[src/rtl/opb_arbiter.sv]
// opb_arbiter: registered round-robin arbiter for the shared OPB segment.
// Also watches selected transfers and pulses OPB_timeout on missing acks.
module opb_arbiter #(
    parameter int NUM_MASTERS    = 4,
    parameter int TIMEOUT_CYCLES = 16,
    localparam int IDX_W         = $clog2(NUM_MASTERS)
) (
    input  logic                   OPB_Clk,
    input  logic                   OPB_Rst_n,
    input  logic [NUM_MASTERS-1:0] M_request,
    input  logic [NUM_MASTERS-1:0] M_busLock,
    input  logic [NUM_MASTERS-1:0] M_select,
    input  logic                   OPB_xferAck,
    input  logic                   OPB_retry,
    input  logic                   OPB_errAck,
    output logic [NUM_MASTERS-1:0] OPB_MGrant,
    output logic                   OPB_select,
    output logic                   OPB_busLock,
    output logic                   OPB_timeout,
    output logic [IDX_W-1:0]       owner
);

    localparam logic [1:0] IDLE  = 2'd0;
    localparam logic [1:0] GRANT = 2'd1;
    localparam logic [1:0] BUSY  = 2'd2;
    localparam logic [1:0] TOUT  = 2'd3;

    localparam logic [7:0]       LIMIT = 8'(TIMEOUT_CYCLES - 1);
    localparam logic [IDX_W-1:0] LAST  = IDX_W'(NUM_MASTERS - 1);

    logic [1:0]             state;
    logic [IDX_W-1:0]       ptr;
    logic [7:0]             cnt;

    logic [IDX_W-1:0]       cand;
    logic [IDX_W-1:0]       pick_idx;
    logic                   pick_valid;
    logic [NUM_MASTERS-1:0] pick_oh;
    logic [NUM_MASTERS-1:0] owner_oh;
    logic [IDX_W-1:0]       next_idx;

    logic own_req;
    logic own_sel;
    logic own_lock;
    logic any_ack;
    logic cnt_hit;

    assign OPB_select  = |M_select;
    assign own_req     = M_request[owner];
    assign own_sel     = M_select[owner];
    assign own_lock    = M_busLock[owner];
    assign OPB_busLock = own_lock;

    // Retry and error terminate the wait exactly like a normal ack.
    assign any_ack = OPB_xferAck | OPB_retry | OPB_errAck;
    assign cnt_hit = (cnt == LIMIT);

    assign next_idx = (owner == LAST) ? '0 : owner + IDX_W'(1);
    assign pick_oh  = NUM_MASTERS'(1) << pick_idx;
    assign owner_oh = NUM_MASTERS'(1) << owner;

    // First requester at or after the pointer, wrapping at the last master.
    always_comb begin
        pick_valid = 1'b0;
        pick_idx   = '0;
        cand       = ptr;
        for (int i = 0; i < NUM_MASTERS; i++) begin
            if (!pick_valid && M_request[cand]) begin
                pick_valid = 1'b1;
                pick_idx   = cand;
            end
            cand = (cand == LAST) ? '0 : cand + IDX_W'(1);
        end
    end

    // Arbitration FSM, grant register, watchdog counter and timeout pulse.
    always_ff @(posedge OPB_Clk or negedge OPB_Rst_n) begin
        if (!OPB_Rst_n) begin
            state       <= IDLE;
            OPB_MGrant  <= '0;
            OPB_timeout <= 1'b0;
            owner       <= '0;
            ptr         <= '0;
            cnt         <= '0;
        end else begin
            OPB_timeout <= 1'b0;
            case (state)
                IDLE: begin
                    if (pick_valid) begin
                        owner      <= pick_idx;
                        OPB_MGrant <= pick_oh;
                        state      <= GRANT;
                        cnt        <= '0;
                    end else begin
                        OPB_MGrant <= '0;
                    end
                end
                GRANT: begin
                    if (own_sel) begin
                        OPB_MGrant <= '0;
                        state      <= BUSY;
                        cnt        <= '0;
                    end else if (!own_req || cnt_hit) begin
                        // Withdrawn or never-used grant: pass the bus on.
                        OPB_MGrant <= '0;
                        ptr        <= next_idx;
                        state      <= IDLE;
                        cnt        <= '0;
                    end else begin
                        cnt <= cnt + 8'd1;
                    end
                end
                BUSY: begin
                    if (!own_sel) begin
                        cnt <= '0;
                        if (own_lock && own_req) begin
                            // Locked owner keeps the bus; pointer frozen.
                            OPB_MGrant <= owner_oh;
                            state      <= GRANT;
                        end else begin
                            ptr   <= next_idx;
                            state <= IDLE;
                        end
                    end else if (any_ack) begin
                        cnt <= '0;
                    end else if (cnt_hit) begin
                        OPB_timeout <= 1'b1;
                        state       <= TOUT;
                        cnt         <= '0;
                    end else begin
                        cnt <= cnt + 8'd1;
                    end
                end
                TOUT: begin
                    if (!own_sel) begin
                        ptr   <= next_idx;
                        state <= IDLE;
                    end
                end
                default: begin
                    OPB_MGrant <= '0;
                    state      <= IDLE;
                end
            endcase
        end
    end

endmodule

[config.mk]
export PLATFORM = sky130hd
export DESIGN_NAME = opb_arbiter
export DESIGN_NICKNAME = d
export VERILOG_FILES = /design/src/rtl/opb_arbiter.sv
export SDC_FILE = /design/constraint.sdc
export NUM_CORES = 1
export LEC_CHECK = 0
export BUFFER_PORTS_ARGS = -buffer_cell sky130_fd_sc_hd__clkbuf_2
export CAP_MARGIN = 20
export CORE_MARGIN = 5
export CORE_UTILIZATION = 45
export CTS_CLUSTER_SIZE = 8
export DETAILED_ROUTE_END_ITERATION = 8
export PLACE_DENSITY_LB_ADDON = 0.12
export SETUP_SLACK_MARGIN = 0.3
export SKIP_LAST_GASP = 1
export SYNTH_ARGS = -nofsm -noshare
export SYNTH_HDL_FRONTEND = slang
export SYNTH_SLANG_ARGS = --single-unit
[constraint.sdc]
create_clock -name OPB_Clk -period 6.28 [get_ports OPB_Clk]
set_clock_uncertainty 0.05 [all_clocks]
set_input_delay 0.628 -clock OPB_Clk [delete_from_list [all_inputs] [get_ports OPB_Clk]]
set_output_delay 0.628 -clock OPB_Clk [all_outputs]
set_load 0.02 [all_outputs]
After elaboration in Yosys (flattened, before gate mapping)
Cells that the tools add are included.

Register bits: 19. Latch bits: 0. Bits in writable memories: 0. ROM bits: 0. Input port bits: 17. Output and inout bits: 9. Memories kept: 0.

Add/sub/neg operators: 5. Multipliers: 0. Divide/modulo/power cells: 0. Magnitude comparators: 5. Equal/unequal tests: 18. Shift operators: 2. Mux-type cells: 58. Bitwise logic cells: 2. Reductions and logical operators: 18.

Operator list (number): 8-bit 2-to-1 mux (6); 2-bit 2-to-1 mux (20); 8-bit one-hot mux with 3 select lines (1); 4-bit 2-to-1 mux (5); 1-bit 2-to-1 mux (16); 2-bit by 3-bit < comparator with 1-bit output, second input constant (5); 1-bit binary-select mux with 2-bit select (7); 2-bit != test, second input constant (7); 2-bit == test, second input constant (6); 4-bit one-hot mux with 3 select lines (1); 3-bit != test, second input constant (3); 2-bit by 1-bit adder with 2-bit output, second input constant (4); 8-bit by 1-bit adder with 8-bit output, second input constant (1); 8-bit by 4-bit == test with 1-bit output, second input constant (1); 2-bit one-hot mux with 4 select lines (1); 1-bit by 2-bit left shift with 4-bit output, first input constant (2); 2-bit one-hot mux with 3 select lines (1); 6-bit AND reduction (1); 3-bit nonzero test (2); 5-bit AND reduction (1); 1-bit logical AND (4); 1-bit logical NOT (4); 2-bit AND reduction (2); 4-bit AND reduction (1); other kinds (5) (6).

Logic depth before layout (Yosys ltp)
Gate-level depths: netlist of run 1.

Depth after elaboration: 15. Mapped depth: 9. Depth with buffers taken out: 8.

Worst setup path after synthesis of run 1
OpenSTA, ideal clock, no wires.

Kind: input to register. Start point: in M_request[1]. End point: reg OPB_MGrant[0]. Setup time: 0.065 ns. Arrival: 2.475 ns. Slack: 3.690 ns. Cell stages on the path: 7. Path buffers: 1. Path through: buf_2 -> mux4_2 -> a221o_1 -> or3_4 -> o32a_1 -> o311ai_1 -> o21a_1.

Longest elaborated chain between the ends: 15. Elaborated cells between the ends (all ways): 33.

RTL lines: from (decl) (RTL line 10) `input logic [NUM_MASTERS-1:0] M_request,`; 1-bit binary-select mux with 2-bit select (RTL line 68) `if (!pick_valid && M_request[cand]) begin`; 1-bit 2-to-1 mux (implied by the code) (RTL line 68); 1-bit 2-to-1 mux (RTL line 68); 1-bit logical NOT (RTL line 68); 1-bit logical AND (RTL line 68); 1-bit 2-to-1 mux (RTL line 68); 1-bit logical NOT (RTL line 68); 1-bit logical AND (RTL line 68); 1-bit 2-to-1 mux (RTL line 68); 1-bit logical NOT (RTL line 68); 1-bit logical AND (RTL line 68); 2-bit 2-to-1 mux (RTL line 68); 1-bit by 2-bit left shift with 4-bit output (RTL line 59) `assign pick_oh = NUM_MASTERS'(1) << pick_idx;`; 4-bit 2-to-1 mux (RTL line 89) `if (pick_valid) begin`; 4-bit one-hot mux with 3 select lines (RTL line 87) `case (state)`; to (signal assigned) (RTL line 91) `OPB_MGrant <= pick_oh;`; to (signal assigned) (RTL line 118) `OPB_MGrant <= owner_oh;`; to (decl) (RTL line 16) `output logic [NUM_MASTERS-1:0] OPB_MGrant,`.

Several ways; a longest one is shown, not always the timed one. The select of a mux whose other input is x is not followed. A chain may end at the register's enable or synchronous reset.

Final worst setup path of run 1
Start point: reg ptr[0]. End point: reg cnt[2].

Longest elaborated chain between the ends: 14. Elaborated cells between the ends (all ways): 29.

RTL lines: from (decl) (RTL line 32) `logic [IDX_W-1:0] ptr;`; from (signal assigned) (RTL line 106) `ptr <= next_idx;`; from (signal assigned) (RTL line 121) `ptr <= next_idx;`; from (signal assigned) (RTL line 136) `ptr <= next_idx;`; parallel branches: the longest is 11 deep, another holds 2-bit by 1-bit adder with 2-bit output; 1-bit 2-to-1 mux (*) (RTL line 68); 2-bit != test (no line) (*); 2-bit AND reduction (no line) (*); to (signal assigned) (RTL line 110) `cnt <= cnt + 8'd1;`; to (signal assigned) (RTL line 131) `cnt <= cnt + 8'd1;`; to (decl) (RTL line 33) `logic [7:0] cnt;`.

Mark *: on every way between the ends. The select of a mux whose other input is x is not followed.

==> metrics.yaml, run 1 <==
combPwrFrac_pct: 66.8
synth-async-reset-ratio_pct: 100
synth_common_cells: "dfrtp_1, nand2_1, inv_1, nor2_1"
fin_crit_ps: 3200
grt_overflow: 0
synth.top_cell.area_share_pct: 28.7
tns_ps: 0
max-vdd-ir-drop_mv: 0.236
p_sw_uw: 431
portBuffers: 25
area_delta_synth_final_pct: 11.2
antenna_found_initial: 0
grt_pass1_vias: 1411
clock.fmax_mhz: 313
cts_sinks: 19
place_congestion: 0.838
die_area_um2: 5000
finalNetCount: 234
synth_edf_count: 0
maxCapViolations: 0
clk_pin_slew_ps: 80
maxSlewViolCount: 0
leakage_uw: 0.000807
post-synth-top-count-cell: "dfrtp_1"
drc: 0
vias: 1511
tightest_slew_ps: 993
synth-seq-cells: 19
yosysWarnings: 0
power.density_nw_per_um2: 477
p_sw_share_pct: 49.1
die_w_um: 70.7
grt_pass1_wl_um: 6650
worstSetupEndpointType: "flop"
intPower_uw: 447
status: "complete, no violations"
wl_per_cell_um: 15.4
worstPathRequired_ps: 6370
core_area_um2: 3610
ys_types: 53
relSlewSlack_pct: 33.1
avgSynthCellArea_um2: 8.96
ant_nets: 0
hold_ws_ps: 273
grtUsageTotal_pct: 16.1
drtIter0Drc: 84
fin_crit_sh_pct: 50.9
ios: 26
yosysTopAreaCell: "dfrtp_1"
synth_ff_type: "dfrtp_1"
worstSetupStartpointType: "flop"
post-dp-hpwl_um: 3080
start_util_pct: 46.0
cts_buffer_depth: 2
cts_buffers: 3
critical_path_arrival_ps: 3290
htreeDepth: 1
synth_cells: 185
drt_wl_total_um: 3900
finalSetupViolations: 0
cts_setup_buffers: 0
syn_nets: 213
placementRows: 22
clk_latency_ps: 260
drtPass1Iterations: 4
antenna_cells: 0
syn_area_um2: 1660
hold_viol: 0
critPathMaxFanout: 14
critical_path_class: "reg -> reg"
drive_gt1_share_pct: 20.0
seq_power_share_pct: 23.2
yosys-top-cells-area: "dfrtp_1, ha_1, mux2i_1"
hold_path.class: "in -> async"
avgViaCountPerCell: 5.97
synth-seq-area-share_pct: 28.7
cts_tree: "yes"
rsz0062_at_grt: "false"
clockRootBuffer: "clkbuf_8"
clock_power_share_pct: 9.9
ctsResizeCount: 0
ctsHoldBuffers: 0
grt_max_degree: 20
die_y_um: 70.7
-- area by class of cell --
| class | count | area (um^2) |
|---|---|---|
| inverter | 13 | 48.8 |
| fill | 370 | 1760 |
| sequential | 19 | 475 |
| tap | 48 | 60.1 |
| timing repair buffer | 25 | 125 |
| clock buffer | 4 | 45.0 |
| multi-input combinational | 144 | 1090 |
-- placed cells by master, fill, tap and decap left out, drive strengths merged, types with 3 or more instances in the layout --
master   netlist  final
mux4           4      4
nand4          5      5
o21a           3      3
a31oi          3      3
o22ai          3      3
nand3         11     11
o21ai          9      9
nor2b          4      4
nand2b         4      4
nor3           3      3
dfrtp         19     19
mux2           4      4
ha            11     11
clkbuf         4     29
a21oi          3      3
o2111ai        3      3
nand2         15     15
inv           13     13
mux2i          9      9
a221o          3      3
nor2          13     13
-- final timing paths --
kind                       depth (start not counted)                       from  slack (ps)                         to
setup reg to reg                                   6         ptr[0]$_DFFE_PN0P_        3080         cnt[2]$_DFFE_PN0P_
max in group asynchronous                          1                  OPB_Rst_n        5570         cnt[6]$_DFFE_PN0P_
hold reg to reg                                    1  OPB_MGrant[2]$_DFFE_PN0P_         450  OPB_MGrant[2]$_DFFE_PN0P_
hold / removal                                     1                  OPB_Rst_n         270      OPB_timeout$_DFF_PN0_
min in group OPB_Clk                               1  OPB_MGrant[2]$_DFFE_PN0P_         450  OPB_MGrant[2]$_DFFE_PN0P_
setup / recovery                                   6         ptr[0]$_DFFE_PN0P_        3080         cnt[2]$_DFFE_PN0P_
-- through the flow --
step	worst slack [ps]	std cells	util [%]	power, uW	instance area, um^2
after detailed placement	3130	249	49.9	793	1800
after floorplan	3690	185	-	665	1660
after global placement	3240	249	49.9	781	1800
after CTS	3110	253	51.1	883	1840
final	3080	253	51.1	879	1840
after global routing	2880	253	51.1	956	1840
-- critical path, stage by stage, from the launching register on --
cell	delay, ps
dfrtp_1	530
ha_1	640
nor2b_1	90
a221o_1	450
o41ai_2	890
nor4bb_1	120
a221o_1	290
-- cells by family (layout without fill, tap and decap cells) --
| kind of cell | Yosys count | in the layout | share of synthesized area, % |
|---|---|---|---|
| buffers and inverters | 22 | 42 | 5.66 |
| multiplexers | 17 | 17 | 13.6 |
| AND/OR/NAND/NOR | 72 | 72 | 23.8 |
| flip-flops | 19 | 19 | 28.7 |
| AO/OA/AOI/OAI | 44 | 44 | 19.9 |
| adder cells (fa/ha/maj) | 11 | 11 | 8.30 |
-- power by group through the flow --
stage / clock [uW] / combinational (uW) / sequential [uW]
global route: 94.1 / 650 / 213
finish: 87.3 / 587 / 204
CTS: 90.4 / 588 / 205
global placement: 0 / 576 / 205
floorplan: 0 / 459 / 206
detailed placement: 0 / 585 / 208
-- state kept, by name, summed over array words and instances, names as in the netlist --
signal,cells
OPB_MGrant,4
cnt,8
owner,2
ptr,2
state,2
OPB_timeout,1
-- layer usage --
layer | GRT usage, % | wire length [um] | vias to the layer above
met3 | 2.27 | 127 | 4
met2 | 26.3 | 1960 | 30
li1 | - | - | 744
met4 | 4.38 | 26 | 0
met5 | 0 | 0 | -
met1 | 22.4 | 1780 | 733
(Power assumes the default switching activity.)
==> run 2: changes to the inputs <==
==> constraint.sdc (replaced) <==
create_clock -name OPB_Clk -period 3 [get_ports OPB_Clk]
set_clock_uncertainty 0.05 [all_clocks]
set_input_delay 0.3 -clock OPB_Clk [delete_from_list [all_inputs] [get_ports OPB_Clk]]
set_output_delay 0.3 -clock OPB_Clk [all_outputs]
set_load 0.02 [all_outputs]
==> run 2 against run 1 <==
Die area unchanged; cell count up 4.0%; power up 130%; critical path depth up 1; non-clock buffer count up 10; combinational power rose to 2.5 times the previous value; clock power up 110%; sequential power up 94%; first-iteration DRC count down 2.4%; sequential cell count unchanged.
==> metrics.yaml, run 2 (synthesized netlist as in run 1, its figures left out) <==
status: "complete, no violations"
worstSetupEndpointType: "flop"
dp.cells: 258
die_w_um: 70.7
tns_ps: 0
antenna_cells: 0
cts_sinks: 19
cts_setup_buffers: 0
final_cell_mix: "clkbuf_2, dfrtp_1, nand2_1"
power.density_nw_per_um2: 1050
worstSetupStartpointType: "flop"
maxCapViolations: 0
p_sw_share_pct: 47.8
ant_nets: 0
critPathMaxFanout: 7
drc: 0
fillers: 339
wl_per_cell_um: 15.5
die_area_um2: 5000
core_area_um2: 3610
rsz0062_at_grt: "false"
grtUsageTotal_pct: 16.5
avgViaCountPerCell: 5.94
maxSlewViolCount: 0
max-vdd-ir-drop_mv: 0.508
ios: 26
start_util_pct: 46.0
drtPass1Iterations: 4
vias: 1561
grt_max_degree: 20
die_y_um: 70.7
critical_path_class: "reg -> reg"
worstPathRequired_ps: 3100
hold_viol: 0
critical_path_arrival_ps: 2690
grt_pass1_vias: 1457
p_sw_uw: 982
htreeDepth: 1
drt_wl_total_um: 4080
finalSetupViolations: 0
largest_register_ff_count: 8
area_delta_synth_final_pct: 18.4
relSlewSlack_pct: 55.7
fin_crit_sh_pct: 86.3
tightest_slew_ps: 663
finalNetCount: 244
clk_latency_ps: 260
cts_tree: "yes"
final_cells: 263
post-dp-hpwl_um: 3230
top_regs: "cnt: 8 flops, OPB_MGrant: 4 flops"
clk_pin_slew_ps: 90
antenna_found_initial: 0
placementRows: 22
clock.fmax_mhz: 386
cts_buffers: 3
place_congestion: 0.868
drive_gt1_share_pct: 25.6
clockRootBuffer: "clkbuf_8"
cts_buffer_depth: 2
leakage_uw: 0.000864
clock_power_share_pct: 9.1
fin_crit_ps: 2590
portBuffers: 25
drtIter0Drc: 82
grt_overflow: 0
grt_pass1_wl_um: 6720
combPwrFrac_pct: 71.7
final_common_cell: "clkbuf_2"
hold_path.class: "in -> reg"
seq_power_share_pct: 19.2
regMostFlops: "cnt"
intPower_uw: 1070
[run 2: per-stage QoR]
stage	utilization, %	power [uW]	hold slack [ps]	setup WS (ps)	instance area (um^2)
3_5_place_dp	51.7	1780	247	44.6	1870
4_1_cts	54.3	2050	277	342	1960
5_1_grt	54.4	2240	293	304	1960
2_1_floorplan	-	1390	-45.6	495	1660
3_3_place_gp	51.7	1740	240	226	1870
6_report	54.4	2060	275	410	1960
[run 2: final timing paths]
kind,startpoint,endpoint,slack (ps),cells after the start
worst max-delay path,ptr[0]$_DFFE_PN0P_,OPB_MGrant[2]$_DFFE_PN0P_,410,7
worst min-delay path,OPB_errAck,OPB_timeout$_DFF_PN0_,280,4
worst max register to register,ptr[0]$_DFFE_PN0P_,OPB_MGrant[2]$_DFFE_PN0P_,410,7
worst min register to register,OPB_MGrant[0]$_DFFE_PN0P_,OPB_MGrant[0]$_DFFE_PN0P_,450,1
max in group asynchronous,OPB_Rst_n,ptr[0]$_DFFE_PN0P_,2060,2
min in group asynchronous,OPB_Rst_n,cnt[2]$_DFFE_PN0P_,480,2
[run 2: critical path, cell delays in order (launching register included)]
cell,delay [ps]
dfrtp_2,450
mux4_2,520
a221o_1,330
buf_4,180
or3_4,340
o32ai_1,250
o311ai_0,210
o21a_1,150
[run 2: area by class of cell]
cell class                      count  area (um^2)  share of cell area (%)
Timing Repair Buffer               35          203                    10.3
Clock buffer                        3         41.3                    2.10
Sequential cell                    19          477                    24.3
Tap cell                           48         60.1                    3.06
Inverter                           13         48.8                    2.49
Multi-Input combinational cell    144         1130                    57.5
Clock inverter                      1         5.00                   0.255
[run 2: power by group through the flow]
stage	registers, uW	clock network [uW]	logic [uW]
after floorplan	431	0	961
after global placement	387	0	1350
after detailed placement	393	0	1380
after CTS	394	189	1460
after global routing	405	207	1630
final	395	187	1470
[run 2: layer usage]
layer	GRT usage [%]	share of wire [%]
met5	0	0
met2	27.7	50
met4	5.01	0.81
met1	21.8	46
met3	2.56	3.6
[run 2: what timing repair did]
action	4_1_cts	5_1_grt
endpoints found under the hold margin	19	0
hold buffers	1	0
gates resized for setup	5	2
setup endpoints to repair	11	3
